### config.mk
export PLATFORM = sky130hd
export DESIGN_NAME = motion_detect_core
export DESIGN_NICKNAME = d
export VERILOG_FILES = /design/src/rtl/motion_pkg.sv /design/src/rtl/motion_rgb_to_gray.sv /design/src/rtl/motion_detect_core.sv
export SDC_FILE = /design/constraint.sdc
export NUM_CORES = 1
export LEC_CHECK = 0
export BUFFER_PORTS_ARGS = -buffer_cell sky130_fd_sc_hd__clkbuf_2
export CAP_MARGIN = 10
export CELL_PAD_IN_SITES_DETAIL_PLACEMENT = 1
export CELL_PAD_IN_SITES_GLOBAL_PLACEMENT = 1
export CORE_ASPECT_RATIO = 1.75
export CORE_MARGIN = 4
export CORE_UTILIZATION = 45
export DETAILED_ROUTE_END_ITERATION = 8
export GPL_TIMING_DRIVEN = 0
export PLACE_DENSITY = 0.78
export REMOVE_ABC_BUFFERS = 1
export SYNTH_ARGS = -nofsm -noshare
export SYNTH_HDL_FRONTEND = slang
export SYNTH_HIERARCHICAL = 1
export SYNTH_SLANG_ARGS = --single-unit
export TNS_END_PERCENT = 5
### constraint.sdc
create_clock -name clock -period 6.8 [get_ports clock]
set_clock_uncertainty 0.15 [all_clocks]
set_input_delay 1.02 -clock clock [delete_from_list [all_inputs] [get_ports clock]]
set_output_delay 1.02 -clock clock [all_outputs]
set_load 0.05 [all_outputs]
### src/rtl/motion_pkg.sv
// Shared types and helpers for the streaming motion detector.
// Output modes plus a width-agnostic absolute difference.
package motion_pkg;

    typedef enum logic [1:0] {
        MODE_PASS      = 2'd0,
        MODE_MASK      = 2'd1,
        MODE_HIGHLIGHT = 2'd2,
        MODE_DIFF      = 2'd3
    } mode_t;

    localparam int ABS_W = 32;

    function automatic logic [ABS_W-1:0] abs_diff(
        input logic [ABS_W-1:0] a,
        input logic [ABS_W-1:0] b
    );
        return (a > b) ? (a - b) : (b - a);
    endfunction

endpackage

### src/rtl/motion_rgb_to_gray.sv
// Combinational gray conversion: floor of the channel mean.
// Channel 0 sits in the least significant bits.
module motion_rgb_to_gray #(
    parameter int CHANNEL_WIDTH = 8,
    parameter int NUM_CHANNELS  = 3
) (
    input  logic [CHANNEL_WIDTH*NUM_CHANNELS-1:0] pixel,
    output logic [CHANNEL_WIDTH-1:0]              gray
);

    localparam int SUM_WIDTH = CHANNEL_WIDTH + $clog2(NUM_CHANNELS);

    logic [SUM_WIDTH-1:0] sum;

    always_comb begin
        sum = '0;
        for (int i = 0; i < NUM_CHANNELS; i++) begin
            sum = sum + SUM_WIDTH'(pixel[i*CHANNEL_WIDTH +: CHANNEL_WIDTH]);
        end
    end

    assign gray = CHANNEL_WIDTH'(sum / SUM_WIDTH'(NUM_CHANNELS));

endmodule

### src/rtl/motion_detect_core.sv
// Three-stage streaming motion detector between two input FIFOs and an
// output FIFO, with per-frame motion statistics.
module motion_detect_core
    import motion_pkg::*;
#(
    parameter int CHANNEL_WIDTH = 8,
    parameter int NUM_CHANNELS  = 3,
    parameter int FRAME_PIXELS  = 307200,
    parameter logic [CHANNEL_WIDTH*NUM_CHANNELS-1:0] HIGHLIGHT_COLOR =
        (CHANNEL_WIDTH*NUM_CHANNELS)'(24'hFF0000),
    localparam int DATA_WIDTH = CHANNEL_WIDTH * NUM_CHANNELS,
    localparam int CNT_WIDTH  = $clog2(FRAME_PIXELS + 1)
) (
    input  logic                     clock,
    input  logic                     reset,
    input  logic [DATA_WIDTH-1:0]    bg_dout,
    input  logic                     bg_empty,
    output logic                     bg_rd_en,
    input  logic [DATA_WIDTH-1:0]    fr_dout,
    input  logic                     fr_empty,
    output logic                     fr_rd_en,
    input  logic                     out_full,
    output logic                     out_wr_en,
    output logic [DATA_WIDTH-1:0]    out_din,
    input  logic [CHANNEL_WIDTH-1:0] threshold,
    input  logic [1:0]               mode,
    output logic [CNT_WIDTH-1:0]     motion_count,
    output logic                     frame_done
);

    logic [CHANNEL_WIDTH-1:0] gray_bg;
    logic [CHANNEL_WIDTH-1:0] gray_fr;

    logic                     s1_valid_q, s1_valid_d;
    logic [CHANNEL_WIDTH-1:0] s1_gray_bg_q, s1_gray_bg_d;
    logic [CHANNEL_WIDTH-1:0] s1_gray_fr_q, s1_gray_fr_d;
    logic [DATA_WIDTH-1:0]    s1_pix_q, s1_pix_d;
    mode_t                    s1_mode_q, s1_mode_d;
    logic [CHANNEL_WIDTH-1:0] s1_thr_q, s1_thr_d;

    logic                     s2_valid_q, s2_valid_d;
    logic [CHANNEL_WIDTH-1:0] s2_diff_q, s2_diff_d;
    logic                     s2_motion_q, s2_motion_d;
    logic [DATA_WIDTH-1:0]    s2_pix_q, s2_pix_d;
    mode_t                    s2_mode_q, s2_mode_d;

    logic                     s3_valid_q, s3_valid_d;
    logic                     s3_motion_q, s3_motion_d;
    logic [DATA_WIDTH-1:0]    out_din_q, out_din_d;

    logic [CNT_WIDTH-1:0]     pix_cnt_q, pix_cnt_d;
    logic [CNT_WIDTH-1:0]     acc_q, acc_d;
    logic [CNT_WIDTH-1:0]     motion_count_q, motion_count_d;

    logic                     advance;
    logic                     pop;
    logic                     wr;
    logic                     last_pix;
    logic [DATA_WIDTH-1:0]    s3_pix;

    motion_rgb_to_gray #(
        .CHANNEL_WIDTH(CHANNEL_WIDTH),
        .NUM_CHANNELS (NUM_CHANNELS)
    ) u_gray_bg (
        .pixel(bg_dout),
        .gray (gray_bg)
    );

    motion_rgb_to_gray #(
        .CHANNEL_WIDTH(CHANNEL_WIDTH),
        .NUM_CHANNELS (NUM_CHANNELS)
    ) u_gray_fr (
        .pixel(fr_dout),
        .gray (gray_fr)
    );

    // The whole pipeline moves as one; a full output FIFO freezes every stage.
    assign advance   = !s3_valid_q || !out_full;
    assign pop       = !bg_empty && !fr_empty && advance && reset;
    assign wr        = s3_valid_q && !out_full;
    assign last_pix  = pix_cnt_q == CNT_WIDTH'(FRAME_PIXELS - 1);

    assign bg_rd_en     = pop;
    assign fr_rd_en     = pop;
    assign out_wr_en    = wr;
    assign out_din      = out_din_q;
    assign motion_count = motion_count_q;
    assign frame_done   = wr && last_pix;

    always_comb begin
        s3_pix = s2_pix_q;
        unique case (s2_mode_q)
            MODE_PASS:      s3_pix = s2_pix_q;
            MODE_MASK:      s3_pix = s2_motion_q ? '1 : '0;
            MODE_HIGHLIGHT: s3_pix = s2_motion_q ? HIGHLIGHT_COLOR : s2_pix_q;
            MODE_DIFF:      s3_pix = {NUM_CHANNELS{s2_diff_q}};
        endcase
    end

    always_comb begin
        s1_valid_d   = s1_valid_q;
        s1_gray_bg_d = s1_gray_bg_q;
        s1_gray_fr_d = s1_gray_fr_q;
        s1_pix_d     = s1_pix_q;
        s1_mode_d    = s1_mode_q;
        s1_thr_d     = s1_thr_q;
        s2_valid_d   = s2_valid_q;
        s2_diff_d    = s2_diff_q;
        s2_motion_d  = s2_motion_q;
        s2_pix_d     = s2_pix_q;
        s2_mode_d    = s2_mode_q;
        s3_valid_d   = s3_valid_q;
        s3_motion_d  = s3_motion_q;
        out_din_d    = out_din_q;
        if (advance) begin
            s1_valid_d   = pop;
            s1_gray_bg_d = gray_bg;
            s1_gray_fr_d = gray_fr;
            s1_pix_d     = fr_dout;
            s1_mode_d    = mode_t'(mode);
            s1_thr_d     = threshold;
            s2_valid_d   = s1_valid_q;
            s2_diff_d    = CHANNEL_WIDTH'(abs_diff(ABS_W'(s1_gray_fr_q),
                                                   ABS_W'(s1_gray_bg_q)));
            s2_motion_d  = s2_diff_d > s1_thr_q;
            s2_pix_d     = s1_pix_q;
            s2_mode_d    = s1_mode_q;
            s3_valid_d   = s2_valid_q;
            s3_motion_d  = s2_motion_q;
            out_din_d    = s3_pix;
        end
    end

    // Frame statistics follow writes, so stalls never skew the count.
    always_comb begin
        pix_cnt_d      = pix_cnt_q;
        acc_d          = acc_q;
        motion_count_d = motion_count_q;
        if (wr) begin
            if (last_pix) begin
                motion_count_d = acc_q + CNT_WIDTH'(s3_motion_q);
                pix_cnt_d      = '0;
                acc_d          = '0;
            end else begin
                pix_cnt_d = pix_cnt_q + CNT_WIDTH'(1);
                acc_d     = acc_q + CNT_WIDTH'(s3_motion_q);
            end
        end
    end

    always_ff @(posedge clock) begin
        if (!reset) begin
            s1_valid_q     <= 1'b0;
            s1_gray_bg_q   <= '0;
            s1_gray_fr_q   <= '0;
            s1_pix_q       <= '0;
            s1_mode_q      <= MODE_PASS;
            s1_thr_q       <= '0;
            s2_valid_q     <= 1'b0;
            s2_diff_q      <= '0;
            s2_motion_q    <= 1'b0;
            s2_pix_q       <= '0;
            s2_mode_q      <= MODE_PASS;
            s3_valid_q     <= 1'b0;
            s3_motion_q    <= 1'b0;
            out_din_q      <= '0;
            pix_cnt_q      <= '0;
            acc_q          <= '0;
            motion_count_q <= '0;
        end else begin
            s1_valid_q     <= s1_valid_d;
            s1_gray_bg_q   <= s1_gray_bg_d;
            s1_gray_fr_q   <= s1_gray_fr_d;
            s1_pix_q       <= s1_pix_d;
            s1_mode_q      <= s1_mode_d;
            s1_thr_q       <= s1_thr_d;
            s2_valid_q     <= s2_valid_d;
            s2_diff_q      <= s2_diff_d;
            s2_motion_q    <= s2_motion_d;
            s2_pix_q       <= s2_pix_d;
            s2_mode_q      <= s2_mode_d;
            s3_valid_q     <= s3_valid_d;
            s3_motion_q    <= s3_motion_d;
            out_din_q      <= out_din_d;
            pix_cnt_q      <= pix_cnt_d;
            acc_q          <= acc_d;
            motion_count_q <= motion_count_d;
        end
    end

endmodule

==> results by group, run 1 <==
Routing
  • Total Wirelength: 32500 microns
  • # DRC: 0
  • Antenna-violating nets left: 0
  • DR vias: 10600
  • Drt first pass iters: 5
  • Drt wl/cell: 17.9 microns
  • DR iter-0 viols: 323
  • Vias per inst: 5.84

CTS
  • Clk_lat worst skew: 0.44 ns
  • Root buffer cell: clkbuf_16
  • Clock buffer depth: 2
  • CTS tree: done
  • H-Tree Depth: 4
  • Sink Count: 170
  • Inserted Clock Buffers: 17
  • Clk slew on worst S/H paths: 0.06 ns

Final layout
  • Layout cells sized above 1: 14.7%
  • Synthesis-to-finish area growth: 10.5%
  • Filler instances: 3104
  • Most frequent cells in the layout: 244 x nand2_1, 170 x dfxtp_1, 161 x a21oi_1
  • Nets: 1618
  • Final cell count without fillers: 1817
  • Antenna diode count: 0
  • Most common cell after layout, fill and taps aside: nand2_1

GRT
  • All-Layer GR Usage: 23.1%
  • First-pass GRT wire length: 53000 microns
  • Total gr overflow: 0
  • Initial antenna violation count: 0
  • Largest net degree at the start of global routing: 98
  • Number of global-route vias before repair: 10800

Floorplanning
  • Core area: 24700 sq um
  • Starting Density: 45.8%
  • Die Y: 218 microns
  • # rows: 76
  • Die span in x: 128 microns
  • Die footprint: 27900 sq um
  • Ports: 110

STA
  • Slew Limit Fails: 0
  • Slew margin rel.: 32.3%
  • Final Worst Setup Slack: 0.482 ns
  • F_max: 0.158 GHz
  • Slew @ Worst Pin: 1.02 ns
  • Final Hold Viols: 0
  • Tmin final: 6.32 ns
  • Setup violators final: 0
  • Final period util: 92.9%
  • RSZ-0062 raised after global routing: no

Worst setup path
  • R2r startpoint: s1_gray_bg_q[5]
  • Slowest cell on the critical path: fa_1
  • Crit path arrival time: 6.52 ns
  • Crit path max fanout: 7
  • CP most frequent cell: o21ai_0
  • CP endpoint kind: flop
  • RR Endpoint: s2_motion_q
  • WP data required: 7.00 ns
  • Max stage delay on crit path: 0.47 ns
  • R2r worst-path depth: 12
  • CP startpoint kind: input port
  • Crit Path Class: in2reg
  • Reg2Reg Setup Slack: 3.06 ns

Status
  • Status: complete, no violations

Synthesis
  • Syn avg cell area: 7.78 sq um
  • Main flop type after synthesis: dfxtp_1
  • Yosys reg bits: 170
  • Unique cell type count in the Yosys netlist: 108
  • Synthesized cell area: 11300 sq um
  • Sequential fraction of the synthesis area: 30.1%
  • EDFF count, synth: 0
  • Async SR Flop Fraction: 0%
  • Synth Warn #: 6
  • Syn Inst Count: 1454

Power and ir drop
  • Pwr Density: 384 nW/um^2
  • Leakage: 5.16 nW
  • Maximum vdd drop: 0.000198 V

Hold path
  • Min-delay src: s2_pix_q[10]
  • Hold endpoint: s2_pix_q[10]
  • Hold Path Cell Cnt: 2
  • HP Class: reg2reg

Place
  • Gp weighted congestion: 0.907
  • Placed insts: 1783
  • Placed wire-length estimate: 24000 microns
  • Pre-CTS setup slack: -0.552 ns
  • I/O Buffers: 109

Run
  • Total of max-cap violations: 0
cell families (layout without fill, tap and decap cells):
group / after synthesis / count (layout) / share of synthesized area, %
adder cells (fa/ha/maj): 63 / 63 / 8.27
AO/OA/AOI/OAI: 426 / 426 / 24.8
buffers and inverters: 165 / 216 / 6.45
multiplexers: 16 / 16 / 1.48
AND/OR/NAND/NOR: 552 / 552 / 24.0
flip-flops: 170 / 170 / 30.1
XOR/XNOR: 62 / 62 / 4.96
cells in the mapped netlist, types with 12 or more instances:
cell type  count  area [sq um]
and3_1        21           131
clkbuf_1      46           173
inv_1         69           259
xnor2_1       43           377
mux2i_1       13           130
a211oi_2      12           150
nor3_1        27           135
fa_1          20           400
a21oi_1      162           811
nand2_1      245           920
a31oi_1       12          75.1
o21ai_0       75           375
ha_1          42           526
nand4_1       14          87.6
o22ai_1       15          93.8
a211oi_1      12          90.1
nor2_1       104           390
a21o_1        22           165
dfxtp_1      170          3400
nand3_1       34           170
buf_2         21           105
xor2_1        18           158
report_power, final:
group	internal, mW	switching, mW
clock network	0.546	0.404
logic	1.06	1.61
registers	1.10	0.0785
total	2.71	2.09
worst max-delay path by stage:
stage / startpoint / endpoint / slack (ns) / cells after the start
after floorplan: reset / bg_rd_en / -0.24 / 2
after global placement: bg_dout[5] / s1_gray_bg_q[0] / -0.66 / 23
after detailed placement: bg_dout[5] / s1_gray_bg_q[0] / -0.55 / 23
after CTS: bg_dout[1] / s1_gray_bg_q[0] / 0.009 / 28
after global routing: bg_dout[1] / s1_gray_bg_q[0] / 0.03 / 29
final: bg_dout[1] / s1_gray_bg_q[0] / 0.48 / 29
sequential cells by signal, summed over array words and instances, names as in the netlist, 8 cells and up:
signal and cells:
acc_q 19, motion_count 19, out_din 24, pix_cnt_q 19, s1_gray_bg_q 8, s1_gray_fr_q 8
s1_pix_q 24, s1_thr_q 8, s2_diff_q 8, s2_pix_q 24
repair_timing:
| item | in CTS | in global routing |
|---|---|---|
| setup endpoints to repair | 1 | 1 |
| hold buffers | 0 | 0 |
| pin swaps | 0 | 1 |
| gates resized for setup | 1 | 7 |
| setup buffers | 0 | 2 |
final cells by class:
type                            count  area (sq um)  share of cell area, %
Multi-Input combinational cell   1119          7240                   57.9
Sequential cell                   170          3400                   27.2
Timing Repair Buffer              114           636                   5.08
Clock buffer                       19           443                   3.54
Tap cell                          312           390                   3.12
Inverter                           71           272                   2.17
Clock inverter                     12           124                  0.990
critical path, delay by kind of cell:
kind	cells	cell delay (ns)
AOI/OAI and AO/OA	13	2.56
adders and majority gates	4	1.38
buffers and inverters	4	0.26
and+or+nand+nor	8	1.28
through the flow:
step                instance area, sq um  util [%]  hold slack, ns  power, mW  TNS [ns]
finish                             12500      50.6           0.302       4.80         0
global route                       12500      50.6           0.313       5.17         0
detailed placement                 11900      48.0           0.295       3.81    -0.552
global placement                   11800      47.7           0.288       3.72     -1.39
CTS                                12400      50.3           0.303       4.79         0
floorplan                          10900         -           0.282       3.16    -0.489
routing by layer:
layer	up-vias	share of wire, %	GRT usage (%)
met5	-	0	0
met4	0	3.1	9.21
met3	64	1.9	2.65
met2	158	57	46.0
met1	5189	38	23.8
li1	5197	-	-
(Power assumes the default switching activity.)
==> run 2, diff against run 1 <==
==> constraint.sdc (replaced) <==
create_clock -name clock -period 6.8 [get_ports clock]
set_clock_uncertainty 0.15 [all_clocks]
set_input_delay 1.36 -clock clock [delete_from_list [all_inputs] [get_ports clock]]
set_output_delay 1.36 -clock clock [all_outputs]
set_load 0.05 [all_outputs]
==> run 2 against run 1 <==
Effect of this change: global-route usage barely moved; sequential power barely moved; total power rose by 0.93%; final cell count rose by 0.22%; sequential cell count did not move; core utilization rose by 0.28 points; worst setup slack got worse by 0.19 ns; hold slack barely moved; largest cell class unchanged.
==> results by group, run 2 (synthesis results as in run 1) <==
Worst setup path
  • WP data required: 7.00 ns
  • Crit path max fanout: 8
  • CP most frequent cell: o21ai_0
  • Crit path arrival time: 6.71 ns
  • CP endpoint kind: flop
  • Max stage delay on crit path: 0.47 ns
  • Slowest cell on the critical path: fa_1
  • CP startpoint kind: input port
  • Crit Path Class: in2reg

GRT
  • Initial antenna violation count: 0
  • First-pass GRT wire length: 53100 microns
  • Total gr overflow: 0
  • Number of global-route vias before repair: 10800
  • Largest net degree at the start of global routing: 98
  • All-Layer GR Usage: 23.2%

Final layout
  • Synthesis-to-finish area growth: 11.1%
  • Layout cells sized above 1: 15.3%
  • Antenna diode count: 0
  • Final cell count without fillers: 1821
  • Most frequent cells in the layout: 243 x nand2_1, 170 x dfxtp_1, 159 x a21oi_1
  • Most common cell after layout, fill and taps aside: nand2_1
  • Final Cell Area: 12600 sq um
  • Nets: 1622

STA
  • Final period util: 95.7%
  • Setup violators final: 0
  • Setup_tns: 0 ns
  • Final Hold Viols: 0
  • Slew @ Worst Pin: 1.03 ns
  • F_max: 0.154 GHz
  • Slew margin rel.: 31.6%
  • Final Worst Setup Slack: 0.290 ns
  • Slew Limit Fails: 0
  • Tmin final: 6.51 ns

Routing
  • Drt wl/cell: 17.9 microns
  • DR vias: 10600
  • # DRC: 0
  • DR iter-0 viols: 337
  • Antenna-violating nets left: 0
  • Total Wirelength: 32700 microns
  • Vias per inst: 5.84
  • Drt first pass iters: 5

Power and ir drop
  • Pwr Density: 385 nW/um^2
  • Leakage: 5.18 nW
  • Maximum vdd drop: 0.000191 V

CTS
  • Clk slew on worst S/H paths: 0.06 ns
  • Clock buffer depth: 2
  • CTS tree: done
  • Inserted Clock Buffers: 17
  • Clk_lat worst skew: 0.44 ns
  • Root buffer cell: clkbuf_16
  • Sink Count: 170
  • Hold Buf Count CTS: 0
  • H-Tree Depth: 4

Floorplanning
  • Starting Density: 45.8%
  • # rows: 76
  • Die Y: 218 microns
  • Ports: 110
  • Core area: 24700 sq um
  • Die footprint: 27900 sq um
  • Die span in x: 128 microns

Status
  • Status: complete, no violations

Place
  • Pre-CTS setup slack: -0.892 ns
  • Placed insts: 1783
  • I/O Buffers: 109
  • Gp weighted congestion: 0.907
  • Placed wire-length estimate: 24000 microns
  • Dpl cell area: 11900 sq um

Run
  • Total of max-cap violations: 0

Hold path
  • HP Class: reg2reg
[run 2: area by class of cell]
cell class | instances | area [sq um]
Fill cell | 3105 | 12100
Tap cell | 312 | 390
Inverter | 71 | 272
Sequential cell | 170 | 3400
Clock inverter | 12 | 124
Multi-Input combinational cell | 1119 | 7280
Clock buffer | 19 | 443
Timing Repair Buffer | 118 | 669
[run 2: metrics by stage]
stage / power (mW) / hold slack, ns / utilization (%)
finish: 4.84 / 0.302 / 50.9
global route: 5.21 / 0.313 / 50.9
CTS: 4.81 / 0.303 / 50.4
detailed placement: 3.81 / 0.295 / 48.0
global placement: 3.72 / 0.288 / 47.7
floorplan: 3.16 / 0.282 / -
[run 2: report_power, final]
| part | internal [mW] | total (mW) | switching, mW |
|---|---|---|---|
| combinational | 1.09 | 2.72 | 1.63 |
| clock | 0.546 | 0.952 | 0.405 |
| sequential | 1.10 | 1.17 | 0.0790 |
| total | 2.73 | 4.84 | 2.11 |
[run 2: worst paths after layout]
kind                         from               to  slack [ns]  cells after the start
setup / recovery       bg_dout[1]  s1_gray_bg_q[0]        0.29                     29
setup reg to reg  s1_gray_bg_q[5]      s2_motion_q        3.07                     12
hold / removal       s2_pix_q[10]     s2_pix_q[10]        0.30                      2
hold reg to reg      s2_pix_q[10]     s2_pix_q[10]        0.30                      2
[run 2: worst max-delay path, delay by kind of cell]
| family | cells | cell delay [ns] |
|---|---|---|
| buffers and inverters | 5 | 0.43 |
| muxes | 1 | 0.34 |
| adders and majority gates | 4 | 1.43 |
| and+or+nand+nor | 7 | 0.99 |
| AOI/OAI and AO/OA | 11 | 2.03 |
| xor gates and xnor gates | 1 | 0.13 |
[run 2: timing repair]
item | CTS | global route
resized for setup | 4 | 16
endpoints found under the setup margin | 1 | 3
pin swaps | 1 | 5
buffers inserted | 1 | 5
[run 2: layer usage]
layer / GRT usage (%) / vias up / routed length [microns]
li1: - / 5206 / -
met2: 46.0 / 163 / 18800
met1: 23.9 / 5210 / 12200
met5: 0 / - / 0
met4: 9.24 / 0 / 995
met3: 2.65 / 63 / 640
==> run 3, diff against run 2 <==
MAX_ROUTING_LAYER = met4   (was unset)
==> run 3 against run 2 <==
Effect of this change: critical path type unchanged; critical endpoint is now s1_gray_fr_q[0]; die area did not move; register-to-register slack improved by 0.07 ns; largest power group unchanged; global-route usage rose by 1.1 points.
==> results by group, run 3 (synthesis results as in run 1) <==
CTS
  • Clock buffer depth: 2
  • Inserted Clock Buffers: 17
  • H-Tree Depth: 4
  • Root buffer cell: clkbuf_16
  • Sink Count: 170
  • Clk slew on worst S/H paths: 0.07 ns
  • Clk_lat worst skew: 0.44 ns
  • CTS tree: done

Final layout
  • Seq. cell area: 3400 sq um
  • Fin util: 51.4%
  • Layout cells sized above 1: 15.7%
  • Final Cell Area: 12700 sq um
  • Final cell count without fillers: 1822
  • Synthesis-to-finish area growth: 12.2%
  • Nets: 1623
  • Antenna diode count: 0
  • Most common cell after layout, fill and taps aside: nand2_1
  • Multi-input logic area: 7340 sq um
  • Most frequent cells in the layout: 243 x nand2_1, 170 x dfxtp_1, 158 x a21oi_1
  • Filler instances: 3077

Worst setup path
  • CP most frequent cell: nand2_1
  • Crit Path Class: in2reg
  • RR Endpoint: s2_motion_q
  • Slowest cell on the critical path: or4_1
  • WP data required: 6.99 ns
  • R2r startpoint: s1_gray_bg_q[5]
  • Crit path max fanout: 8
  • Largest delay contributor family on the critical path: compound AO/OA/AOI/OAI gates
  • Max stage delay on crit path: 0.54 ns
  • Reg2Reg Setup Slack: 3.14 ns
  • Crit path arrival time: 6.69 ns
  • CP endpoint kind: flop
  • CP startpoint kind: input port
  • R2r worst-path depth: 12
  • CP Buf/Inv Count: 4

GRT
  • First-pass GRT wire length: 54200 microns
  • Number of global-route vias before repair: 11000
  • Total gr overflow: 0
  • Initial antenna violation count: 0
  • All-Layer GR Usage: 24.3%
  • Largest net degree at the start of global routing: 98

Floorplanning
  • Die span in x: 128 microns
  • # rows: 76
  • Die Y: 218 microns
  • Starting Density: 45.8%
  • Die footprint: 27900 sq um
  • Core area: 24700 sq um
  • Ports: 110

STA
  • Slew @ Worst Pin: 1.04 ns
  • Tmin final: 6.50 ns
  • F_max: 0.154 GHz
  • Slew Limit Fails: 0
  • Slew margin rel.: 30.8%
  • Setup violators final: 0
  • Final Hold Viols: 0
  • Final period util: 95.5%
  • Final Worst Setup Slack: 0.304 ns

Hold path
  • Hold Path Cell Cnt: 2
  • Hold endpoint: out_din[3]
  • Min-delay src: s2_pix_q[3]
  • HP Class: reg2reg

Power and ir drop
  • Net Switching: 2.13 mW
  • Leakage: 5.22 nW
  • Sequential Power Share: 23.7%
  • Maximum vdd drop: 0.000190 V
  • Cell Int Power: 2.83 mW
  • Comb power frac: 55.4%
  • Pwr Density: 390 nW/um^2
  • Sw Share: 43.0%
  • Clock power frac: 20.9%

Place
  • Dpl cell area: 11900 sq um
  • I/O Buffers: 109
  • Placed insts: 1783
  • Pre-CTS setup slack: -0.995 ns
  • Gp weighted congestion: 0.880
  • Placed wire-length estimate: 23800 microns

Routing
  • Drt wl/cell: 18.0 microns
  • # DRC: 0
  • DR vias: 10700
  • Vias per inst: 5.85
  • Total Wirelength: 32900 microns
  • DR iter-0 viols: 410
  • Drt first pass iters: 5
  • Antenna-violating nets left: 0

Run
  • Total of max-cap violations: 0

Status
  • Status: complete, no violations
[run 3: worst max-delay path by stage]
stage	to	start	depth (start not counted)	slack [ns]
finish	s1_gray_fr_q[0]	fr_dout[9]	25	0.30
floorplan	bg_rd_en	reset	2	-0.92
global placement	fr_rd_en	reset	4	-1.11
detailed placement	s1_gray_bg_q[0]	bg_dout[5]	23	-0.99
CTS	s1_gray_bg_q[0]	bg_dout[1]	29	0.004
global route	s1_gray_bg_q[0]	bg_dout[1]	29	-0.01
[run 3: what timing repair did]
item                       in CTS  in global routing
setup endpoints to repair       1                  2
buffers inserted                1                  5
gates resized for setup         5                 23
gates cloned                    0                  1
pin swaps                       1                  9
hold buffers                    0                  0
hold endpoints to repair        0                  0
[run 3: cell type report]
| type | instances | share of cell area [%] |
|---|---|---|
| clock buffer | 20 | 3.60 |
| clock inverter | 11 | 1.32 |
| inverter | 71 | 2.14 |
| multi-input combinational | 1120 | 57.8 |
| sequential | 170 | 26.8 |
| tap | 312 | 3.07 |
| timing repair buffer | 118 | 5.30 |
[run 3: worst min-delay path: stages (launching register included)]
cell and delay, ns:
dfxtp_1 0.31, nand2_1 0.05, a21oi_1 0.05
[run 3: per-stage QoR]
step | setup TNS (ns) | hold WS, ns | power, mW
2_1_floorplan | -1.85 | 0.282 | 3.16
6_report | 0 | 0.302 | 4.96
4_1_cts | 0 | 0.303 | 4.89
3_3_place_gp | -6.34 | 0.288 | 3.73
5_1_grt | -0.0142 | 0.324 | 5.33
3_5_place_dp | -1.43 | 0.294 | 3.81
[run 3: metal layers]
metal	up-vias	wire length (microns)	track usage, %
li1	5196	-	-
met1	5221	12500	25.0
met2	170	18500	46.2
met3	66	674	2.79
met4	0	1120	9.45
met5	-	0	-
[run 3: power groups by stage]
stage	Sequential (mW)	Combinational [mW]	Clock [mW]
finish	1.17	2.74	1.04
global route	1.19	3.05	1.09
CTS	1.18	2.66	1.06
detailed placement	1.20	2.61	0
global placement	1.19	2.54	0
floorplan	1.20	1.96	0
